`config.mk`:
```
export PLATFORM = sky130hd
export DESIGN_NAME = alu_multiword_sequencer
export DESIGN_NICKNAME = d
export VERILOG_FILES = /design/src/rtl/alu_multiword_sequencer.sv
export SDC_FILE = /design/constraint.sdc
export NUM_CORES = 1
export LEC_CHECK = 0
export ABC_AREA = 0
export BUFFER_PORTS_ARGS = -buffer_cell sky130_fd_sc_hd__buf_2
export CAP_MARGIN = 30
export CELL_PAD_IN_SITES_DETAIL_PLACEMENT = 0
export CELL_PAD_IN_SITES_GLOBAL_PLACEMENT = 1
export CORE_ASPECT_RATIO = 0.5
export CORE_MARGIN = 2
export CORE_UTILIZATION = 45
export DETAILED_ROUTE_END_ITERATION = 6
export HOLD_SLACK_MARGIN = 0.06
export PLACE_DENSITY_LB_ADDON = 0.3
export SYNTH_ARGS = -nofsm -noshare
export SYNTH_HDL_FRONTEND = slang
export SYNTH_SLANG_ARGS = --single-unit
```
`constraint.sdc`:
```
create_clock -name clk -period 6.3 [get_ports clk]
set_input_delay 0.63 -clock clk [delete_from_list [all_inputs] [get_ports clk]]
set_output_delay 0.63 -clock clk [all_outputs]
set_load 0.005 [all_outputs]
```
`src/rtl/alu_multiword_sequencer.sv`:
```
// Multi-word add/subtract sequencer driving a shared WIDTH-bit ALU slice.
// Ports: clk/rst; start/op/a/b request; busy/done/err status; result and
// wide C/Z/N/V flags; alu_a/alu_b/alu_cin/alu_control to the slice,
// alu_result/alu_carry back from it.
module alu_multiword_sequencer #(
  parameter int WIDTH = 4,
  parameter int WORDS = 4
) (
  input  logic                   clk,
  input  logic                   rst,
  input  logic                   start,
  input  logic [3:0]             op,
  input  logic [WORDS*WIDTH-1:0] a,
  input  logic [WORDS*WIDTH-1:0] b,
  output logic                   busy,
  output logic                   done,
  output logic                   err,
  output logic [WORDS*WIDTH-1:0] result,
  output logic                   flag_c,
  output logic                   flag_z,
  output logic                   flag_n,
  output logic                   flag_v,
  output logic [WIDTH-1:0]       alu_a,
  output logic [WIDTH-1:0]       alu_b,
  output logic                   alu_cin,
  output logic [3:0]             alu_control,
  input  logic [WIDTH-1:0]       alu_result,
  input  logic                   alu_carry
);

  localparam int N  = WORDS * WIDTH;
  localparam int CW = $clog2(WORDS);

  localparam logic [1:0] S_IDLE = 2'd0;
  localparam logic [1:0] S_RUN  = 2'd1;
  localparam logic [1:0] S_DONE = 2'd2;

  localparam logic [3:0] OP_ADD = 4'b1000;
  localparam logic [3:0] OP_SUB = 4'b1001;
  localparam logic [3:0] OP_NOP = 4'b0000;

  localparam logic [CW-1:0] LAST = CW'(WORDS - 1);

  logic [1:0]       state;
  logic [CW-1:0]    cnt;
  logic [N-1:0]     a_q;
  logic [N-1:0]     b_q;
  logic [3:0]       op_q;
  logic             carry_q;

  logic             legal;
  logic [WIDTH-1:0] a_word;
  logic [WIDTH-1:0] b_word;
  logic [N-1:0]     res_next;
  logic             a_msb;
  logic             beff_msb;
  logic             r_msb;
  logic             v_next;

  assign legal = (op == OP_ADD) || (op == OP_SUB);

  // Current word slices and the result with the in-flight word merged in,
  // so Z can be taken from the full value on the final edge.
  always_comb begin
    a_word   = a_q[int'(cnt)*WIDTH +: WIDTH];
    b_word   = b_q[int'(cnt)*WIDTH +: WIDTH];
    res_next = result;
    res_next[int'(cnt)*WIDTH +: WIDTH] = alu_result;
  end

  // Overflow uses the effective B operand (inverted for subtract).
  assign a_msb    = a_word[WIDTH-1];
  assign beff_msb = (op_q == OP_SUB) ? ~b_word[WIDTH-1] : b_word[WIDTH-1];
  assign r_msb    = alu_result[WIDTH-1];
  assign v_next   = (a_msb ^ r_msb) & ~(a_msb ^ beff_msb);

  assign busy = (state == S_RUN);
  assign done = (state == S_DONE);

  // The slice sees a quiet no-carry op outside RUN.
  assign alu_a       = busy ? a_word  : '0;
  assign alu_b       = busy ? b_word  : '0;
  assign alu_cin     = busy ? carry_q : 1'b0;
  assign alu_control = busy ? op_q    : OP_NOP;

  always_ff @(posedge clk or posedge rst) begin
    if (rst) begin
      state   <= S_IDLE;
      cnt     <= '0;
      a_q     <= '0;
      b_q     <= '0;
      op_q    <= OP_NOP;
      carry_q <= 1'b0;
      err     <= 1'b0;
      result  <= '0;
      flag_c  <= 1'b0;
      flag_z  <= 1'b0;
      flag_n  <= 1'b0;
      flag_v  <= 1'b0;
    end else begin
      case (state)
        S_IDLE: begin
          if (start) begin
            if (legal) begin
              a_q     <= a;
              b_q     <= b;
              op_q    <= op;
              cnt     <= '0;
              carry_q <= (op == OP_SUB);
              err     <= 1'b0;
              state   <= S_RUN;
            end else begin
              err   <= 1'b1;
              state <= S_DONE;
            end
          end
        end
        S_RUN: begin
          result  <= res_next;
          carry_q <= alu_carry;
          if (cnt == LAST) begin
            flag_c <= alu_carry;
            flag_v <= v_next;
            flag_n <= r_msb;
            flag_z <= (res_next == '0);
            state  <= S_DONE;
          end else begin
            cnt <= cnt + 1'b1;
          end
        end
        S_DONE: begin
          err   <= 1'b0;
          state <= S_IDLE;
        end
        default: state <= S_IDLE;
      endcase
    end
  end

endmodule

```
---- After elaboration in Yosys (flattened, before gate mapping) ----
Cells that the tools add are included.
storage, ports and cells
  register bits after elaboration ......... 62
  input bits .............................. 44
  output and inout bits ................... 36
  logic and storage cells ................. 64
cells by class
  add/subtract/negate cells ............... 2
  equality and inequality tests ........... 10
  shift operators ......................... 4
  multiplexer cells ....................... 20
  bitwise gates (word level) .............. 5
  reduce and logical (&&, ||, !) cells .... 11
operators with widths
  operator                   number
  $neg A4 Y33                1
  $shift A4 B33 Y16 const A  1
  $shiftx A4 B33 Y16         1
  $shiftx A16 B5 Y4          2
  $bwmux W16                 1
  $logic_not A16 Y1          1
  $eq A4 B4 Y1 const B       3
  $mux W2                    6
  $mux W4                    3
  $pmux W2 S2                2
  $mux W1                    6
  $ne A2 B2 Y1 const B       3
  $reduce_and A2 Y1          3
  $reduce_and A3 Y1          2
  $eq A2 B2 Y1 const B       2
  $pmux W1 S2                2
  $reduce_and A4 Y1          1
  $reduce_bool A2 Y1         2
  $add A2 B1 Y2 const B      1
  $eq A2 B1 Y1 const B       1
  $logic_not A2 Y1           1
  $ne A2 B1 Y1 const B       1
  $not A1 Y1                 2
  $xor A1 B1 Y1              2
  other kinds (2)            2

---- Logic depth before layout (Yosys ltp) ----
Gate-level depths: netlist of the first run.
  depth after elaboration ................. 6
  depth in mapped cells ................... 9
  gate-level depth less buffers ........... 6

---- Least setup slack after synthesis of the first run ----
Ideal clock, no wire load.
  path type ............................... reg-to-reg
  from .................................... reg cnt[0]
  to ...................................... reg flag_z
  library setup time ...................... 0.122 ns
  arrival time ............................ 2.341 ns
  required time ........................... 6.178 ns
  path slack .............................. 3.838 ns
  stages on the path, launching flop included .. 10
  path buffers ............................ 3
  clock period less this slack ............ 2.462 ns
  cell sequence ........................... dfrtp_1 > buf_2 > buf_2 > inv_1 > ha_1 > clkbuf_1 > or3b_2 > a21oi_1 > nor4_1 > a32o_1
on the way
  word-level cells in the longest chain between the ends .. 4
  elaborated cells on any way between the ends .. 7
  those cells by class .................... add/sub (1); eq/ne (1); shift (2); mux (1); reduce/logical (2)
RTL lines
  what                                                            line  text
  from (decl)                                                     45    logic [CW-1:0] cnt;
  from (signal assigned)                                          128   cnt <= cnt + 1'b1;
  $neg A4 Y33                                                     68    res_next[int'(cnt)*WIDTH +: WIDTH] = alu_result;
  $shiftx A4 B33 Y16 / $shift A4 B33 Y16 (equally long branches)  68
  $bwmux W16                                                      68
  $logic_not A16 Y1                                               125   flag_z <= (res_next == '0);
  to (signal assigned)                                            125
  to (decl)                                                       20    output logic flag_z,
Parallel ways exist; a longest one is shown, timed or not.
A chain may end at the register's enable or synchronous reset.

---- Worst setup path after layout of the first run ----
Same ends and word-level chain as after synthesis.

==> summary.md, run 1 <==
| Metric | Value |
|---|---|
| Reg clk slew, reported paths | `50 ps` |
| Core area | `6670 um2` |
| Max incr delay on CP | `970 ps` |
| Sequential element share of the synthesized area | `50.1%` |
| Worst EP arrival | `3360 ps` |
| TritonCTS clock tree | `yes` |
| DR vias | `2180` |
| Area growth syn-to-layout | `25.1%` |
| PD cells | `458 nW/um2` |
| P_leak | `1.94 nW` |
| Area contributors post-synth | `dfrtp_1 50%, mux2_4 13%, mux4_2 5.8%` |
| GR Overflow Total | `0` |
| Vias in the first global route | `2179` |
| Placer congestion estimate | `0.853` |
| Finished Core Util | `58.1%` |
| Post-synthesis register bit count | `62` |
| Total CTS buffers | `9` |
| Htree depth | `3` |
| Max cap viols | `0` |
| Die ar. | `7600 um2` |
| IO Pins | `80` |
| Nets@finish | `363` |
| Worst-path maximum fanout | `22` |
| Top cells by count, synth | `62 x dfrtp_1, 26 x mux2_4, 15 x and2_1, 13 x a32o_1, 12 x nand2_1` |
| Setup TNS | `0 ps` |
| Clock sinks | `62` |
| Final min period | `3160 ps` |
| Post-DR vias/cell | `5.33` |
| Largest net degree at the start of global routing | `63` |
| Hold Violations, Final | `0` |
| Die H | `62.7 um` |
| Final setup viols | `0` |
| WL met3 | `348 um` |
| Post-synth top flop | `dfrtp_1` |
| Global-route wire length before repair | `10.7 mm` |
| Initial antenna violation count | `0` |
| Mean routed wirelength per cell | `16.2 um` |
| # hold bufs at CTS | `0` |
| Status | `finished, final reports clean` |
| Post-synth top area share | `50.1%` |
| Post-DRT Antenna Nets | `0` |
| Slowest cell on the critical path | `dfrtp_1` |
| Worst-Margin Slew | `953 ps` |
| Largest area contributor in the netlist | `dfrtp_1` |
| Count of input and output buffers | `79` |
| Detailed Route Iter0 Violations | `105` |
| Post-Syn Nets | `282` |
| Unrepaired setup endpoints after global routing | `no` |
| Pre-CTS setup slack | `3160 ps` |
| Critical path class | `reg2reg` |
| Worst min path class | `reg2reg` |
| Routed wire length | `6.61 mm` |
| Synth unique cells | `44` |
| Crit-path cells | `inv_1 -> ha_1 -> nor4bb_1 -> a2111oi_0 -> a32o_1` |
| Crit-path leading delay family | `flip-flops` |
| CTS max path bufs | `2` |
| Buffer and inverter count on the worst path | `1` |
| Crit start category | `flop` |
| Syn Area/Cell | `13.4 um2` |
| Final Power | `1.78 mW` |
| EDFF count, synth | `0` |
| Final cycle utilization of the critical path | `50.1%` |
| Crit path required time | `6500 ps` |
| Synthesized area | `3100 um2` |
| M1 WL | `3.16 mm` |
| Synthesis Warnings | `0` |
| Std cell rows | `21` |
| Initial core utilization | `46.4%` |
| # resized after CTS | `0` |
| Die width | `121 um` |
| Max rail drop VDD | `0.201 mV` |
| Achievable frequency | `317 MHz` |
| DR top layer | `met4` |
| Clock Latency Late Sink | `320 ps` |
| WL met2 | `2.99 mm` |
| DRC | `0` |
| First-pass iteration count of the detailed router | `4` |
| Detailed placement HPWL | `4.62 mm` |
| Fin. max-slew vios | `0` |
| Final worst setup slack | `3140 ps` |
| Post-synthesis instance total | `232` |
| Max-slew headroom | `36.5%` |
| N_diodes | `0` |
| Worst Setup End Kind | `flop` |
| # Post-CTS Setup Buffers | `0` |
| Asr flop ratio synth | `100%` |
| Clock Skew | `7.16 ps` |
| Root Buffer | `clkbuf_16` |
| GRT Total Usage | `18.6%` |
| Layout cell share with drive strength beyond 1 | `45.7%` |
| Count leader, synth | `dfrtp_1` |
[registers in the layout, indices dropped and copies added (netlist names), 2 cells and up]
| name | flops |
|---|---|
| a_q | 16 |
| b_q | 16 |
| result | 16 |
| op_q | 4 |
| cnt | 2 |
| state | 2 |
[power breakdown]
part / switching [mW] / internal, mW / total (mW)
clock network: 0.164 / 0.365 / 0.529
registers: 0.128 / 0.545 / 0.673
logic: 0.228 / 0.347 / 0.575
[metal layers]
layer  track usage [%]  vias to the layer above
met5                 0                        -
met4              5.75                        0
met3              7.76                       12
met2              27.8                       65
met1              24.8                     1080
li1                  -                     1023
[cells in the final DEF, fill, tap and decap left out, drive strengths merged, types with 6 or more instances in the layout]
cell type  instances
buf               82
mux2              34
mux4               8
nor2               9
nand2             12
dfrtp             62
a32o              13
ha                 6
a21oi              6
and2              15
clkbuf            12
inv                7
[final timing paths]
path	depth (start not counted)	endpoint	startpoint	slack, ps
setup / recovery	5	flag_z$_DFFE_PP0P_	cnt[0]$_DFFE_PP0P_	3140
hold / removal	2	flag_v$_DFFE_PP0P_	flag_v$_DFFE_PP0P_	490
setup reg to reg	5	flag_z$_DFFE_PP0P_	cnt[0]$_DFFE_PP0P_	3140
hold reg to reg	2	flag_v$_DFFE_PP0P_	flag_v$_DFFE_PP0P_	490
max in group asynchronous	3	result[7]$_DFFE_PP0P_	rst	5250
min in group asynchronous	3	b_q[0]$_DFFE_PP0P_	rst	530
[cells by family (layout without fill, tap and decap cells)]
logic type | count (synthesis) | in the layout | synth area share [%]
DFF | 62 | 62 | 50.1
adders and majority gates | 6 | 6 | 2.42
and+or+nand+nor | 64 | 64 | 12.2
buffers and inverters | 19 | 104 | 3.92
xor gates and xnor gates | 1 | 1 | 0.283
AOI/OAI and AO/OA | 36 | 36 | 9.13
muxes | 44 | 44 | 22.0
[worst reg2reg max path, cell delays in order (launching register included)]
cell	delay, ps
dfrtp_1	970
inv_1	270
ha_1	520
nor4bb_1	730
a2111oi_0	240
a32o_1	310
[layout make-up]
cell class / instances / area (um2)
Clock buffer: 12 / 256
Clock inverter: 3 / 67.6
Fill cell: 586 / 2800
Inverter: 7 / 26.3
Multi-Input combinational cell: 151 / 1430
Sequential cell: 62 / 1550
Tap cell: 92 / 115
Timing Repair Buffer: 82 / 430
[metrics by stage]
step / cells / hold slack [ps] / area (um2)
global route: 409 / 521 / 3880
floorplan: 232 / 440 / 3100
global placement: 393 / 475 / 3530
CTS: 409 / 497 / 3880
detailed placement: 394 / 486 / 3550
finish: 409 / 485 / 3880
Note: power is estimated with default switching activity, not from simulation.
==> inputs of run 2 (changes only) <==
- CORE_UTILIZATION: 45 -> 42
- clock period: 6.3 -> 3.3 ns (I/O delays scaled with it)
==> summary.md, run 2 (same netlist as run 1, synthesis figures left out) <==
| Metric | Value |
|---|---|
| Fill count | `647 (+10%)` |
| DRC | `0 (unchanged)` |
| Clock sinks | `62 (unchanged)` |
| # Post-CTS Setup Buffers | `0 (unchanged)` |
| Final min period | `2340 ps (-819 ps)` |
| Setup TNS | `0 ps (unchanged)` |
| Die ar. | `8120 um2 (+6.8%)` |
| Area growth syn-to-layout | `25.8%` |
| Placer congestion estimate | `0.823 (-3.5%)` |
| Post-DR vias/cell | `5.23 (-1.9%)` |
| Final instance area | `3900 um2 (+0.52%)` |
| WHS | `185 ps (-300 ps)` |
| Crit start category | `flop` |
| Final cycle utilization of the critical path | `70.9% (+21 points)` |
| Worst-Margin Slew | `876 ps (-76.7 ps)` |
| Worst reg2reg endpoint | `flag_z$_DFFE_PP0P_` |
| Finished Core Util | `53.8% (-4.3 points)` |
| Die width | `125 um (+3.4%)` |
| Reg clk slew, reported paths | `50 ps (about the same)` |
| First-pass iteration count of the detailed router | `4 (unchanged)` |
| Vias in the first global route | `2218 (+1.8%)` |
| Status | `finished, final reports clean` |
| R2R setup slack | `960 ps (-2180 ps)` |
| Initial core utilization | `42.8% (-3.6 points)` |
| Pre-CTS setup slack | `803 ps (-2350 ps)` |
| Final setup viols | `0 (unchanged)` |
| Clock Latency Late Sink | `320 ps (about the same)` |
| Initial antenna violation count | `0 (unchanged)` |
| Reg2Reg Launch Point | `cnt[0]$_DFFE_PP0P_` |
| Total CTS buffers | `9 (unchanged)` |
| Cells after DPL | `399 (+1.3%)` |
| Detailed placement HPWL | `4.76 mm (+3.1%)` |
| GRT Total Usage | `17.9% (-0.68 points)` |
| Most common library cell in the layout ignoring fill and taps | `buf_2` |
| Root Buffer | `clkbuf_16` |
| Global-route wire length before repair | `11.2 mm (+5.0%)` |
| Worst min path class | `in2async` |
| Detailed Route Iter0 Violations | `120 (+14%)` |
| PD cells | `869 nW/um2 (+90%)` |
| Clock Skew | `5.82 ps (-1.34 ps)` |
| Crit path required time | `3510 ps (-2990 ps)` |
| Achievable frequency | `427 MHz (+35%)` |
| Max-slew headroom | `41.5% (+5.0 points)` |
| Critical path class | `reg2reg` |
| Post-DRT Antenna Nets | `0 (unchanged)` |
| DR vias | `2176 (-0.18%)` |
| Routed wire length | `6.65 mm (+0.64%)` |
| Std cell rows | `22 (+4.8%)` |
| TritonCTS clock tree | `yes` |
| GR Overflow Total | `0 (unchanged)` |
| Final worst setup slack | `960 ps (-2180 ps)` |
| Unrepaired setup endpoints after global routing | `no` |
| Core area | `7240 um2 (+8.5%)` |
| Fin. max-slew vios | `0 (unchanged)` |
| Largest net degree at the start of global routing | `42 (-33%)` |
| # hold bufs at CTS | `0 (unchanged)` |
| Area after DPL | `3550 um2 (unchanged)` |
| Htree depth | `3 (unchanged)` |
| Most frequent cells in the layout | `79 x buf_2, 62 x dfrtp_1, 26 x mux2_4, 15 x and2_1, 13 x a32o_1` |
| Final instance count without filler cells | `416 (+1.7%)` |
| Max cap viols | `0 (unchanged)` |
| # resized after CTS | `0 (unchanged)` |
| Hold Violations, Final | `0 (unchanged)` |
| CTS max path bufs | `2 (unchanged)` |
| Biggest regs | `a_q x16, b_q x16, result x16` |
| Die H | `64.7 um (+3.3%)` |
| P_leak | `1.95 nW (+0.77%)` |
| Worst Setup End Kind | `flop` |
| Max rail drop VDD | `0.317 mV (+58%)` |
| Mean routed wirelength per cell | `16.0 um (-1.1%)` |
| IO Pins | `80 (unchanged)` |
| Layout cell share with drive strength beyond 1 | `45.9% (+0.20 points)` |
| Worst EP arrival | `2550 ps (-810 ps)` |
| Worst-path maximum fanout | `13 (-41%)` |
| N_diodes | `0 (unchanged)` |
| Count of input and output buffers | `79 (unchanged)` |
| Nets@finish | `365 (+0.55%)` |
| Worst Reg-to-Reg Cells | `5 (unchanged)` |
| Final Power | `3.39 mW (+91%)` |
==> run 2: layout make-up <==
class | count | area (um2) | area share, %
multi-input combinational | 151 | 1430 | 36.7
clock inverter | 4 | 70.1 | 1.80
sequential | 62 | 1550 | 39.8
clock buffer | 12 | 246 | 6.33
tap | 96 | 120 | 3.08
inverter | 7 | 26.3 | 0.674
timing repair buffer | 84 | 453 | 11.6
==> run 2: worst max path at each step <==
stage | slack [ps] | to | startpoint | cells past startpoint
final | 960 | flag_z$_DFFE_PP0P_ | cnt[0]$_DFFE_PP0P_ | 5
after global routing | 710 | flag_z$_DFFE_PP0P_ | cnt[0]$_DFFE_PP0P_ | 5
after CTS | 990 | flag_z$_DFFE_PP0P_ | cnt[0]$_DFFE_PP0P_ | 5
after detailed placement | 800 | b_q[6]$_DFFE_PP0P_ | op[2] | 4
after global placement | 860 | a_q[9]$_DFFE_PP0P_ | op[2] | 4
after floorplan | 840 | flag_z$_DFFE_PP0P_ | cnt[0]$_DFFE_PP0P_ | 9
==> run 2: layer usage <==
| layer | share of wire [%] | GRT usage [%] | up-vias |
|---|---|---|---|
| li1 | - | - | 1032 |
| met1 | 46 | 23.1 | 1077 |
| met2 | 47 | 28.9 | 62 |
| met3 | 6.1 | 6.94 | 5 |
| met4 | 0.98 | 4.17 | 0 |
| met5 | 0 | 0 | - |
==> run 2: power by group <==
part	switching [mW]	internal, mW
registers	0.169	1.04
clock network	0.311	0.678
logic	0.512	0.675
total	0.992	2.40
==> run 2: worst max-delay path: stages (launching register included) <==
cell and delay, ps:
dfrtp_1 370, inv_1 150, ha_1 400, nor4bb_1 770, a2111oi_0 240, a32o_1 300
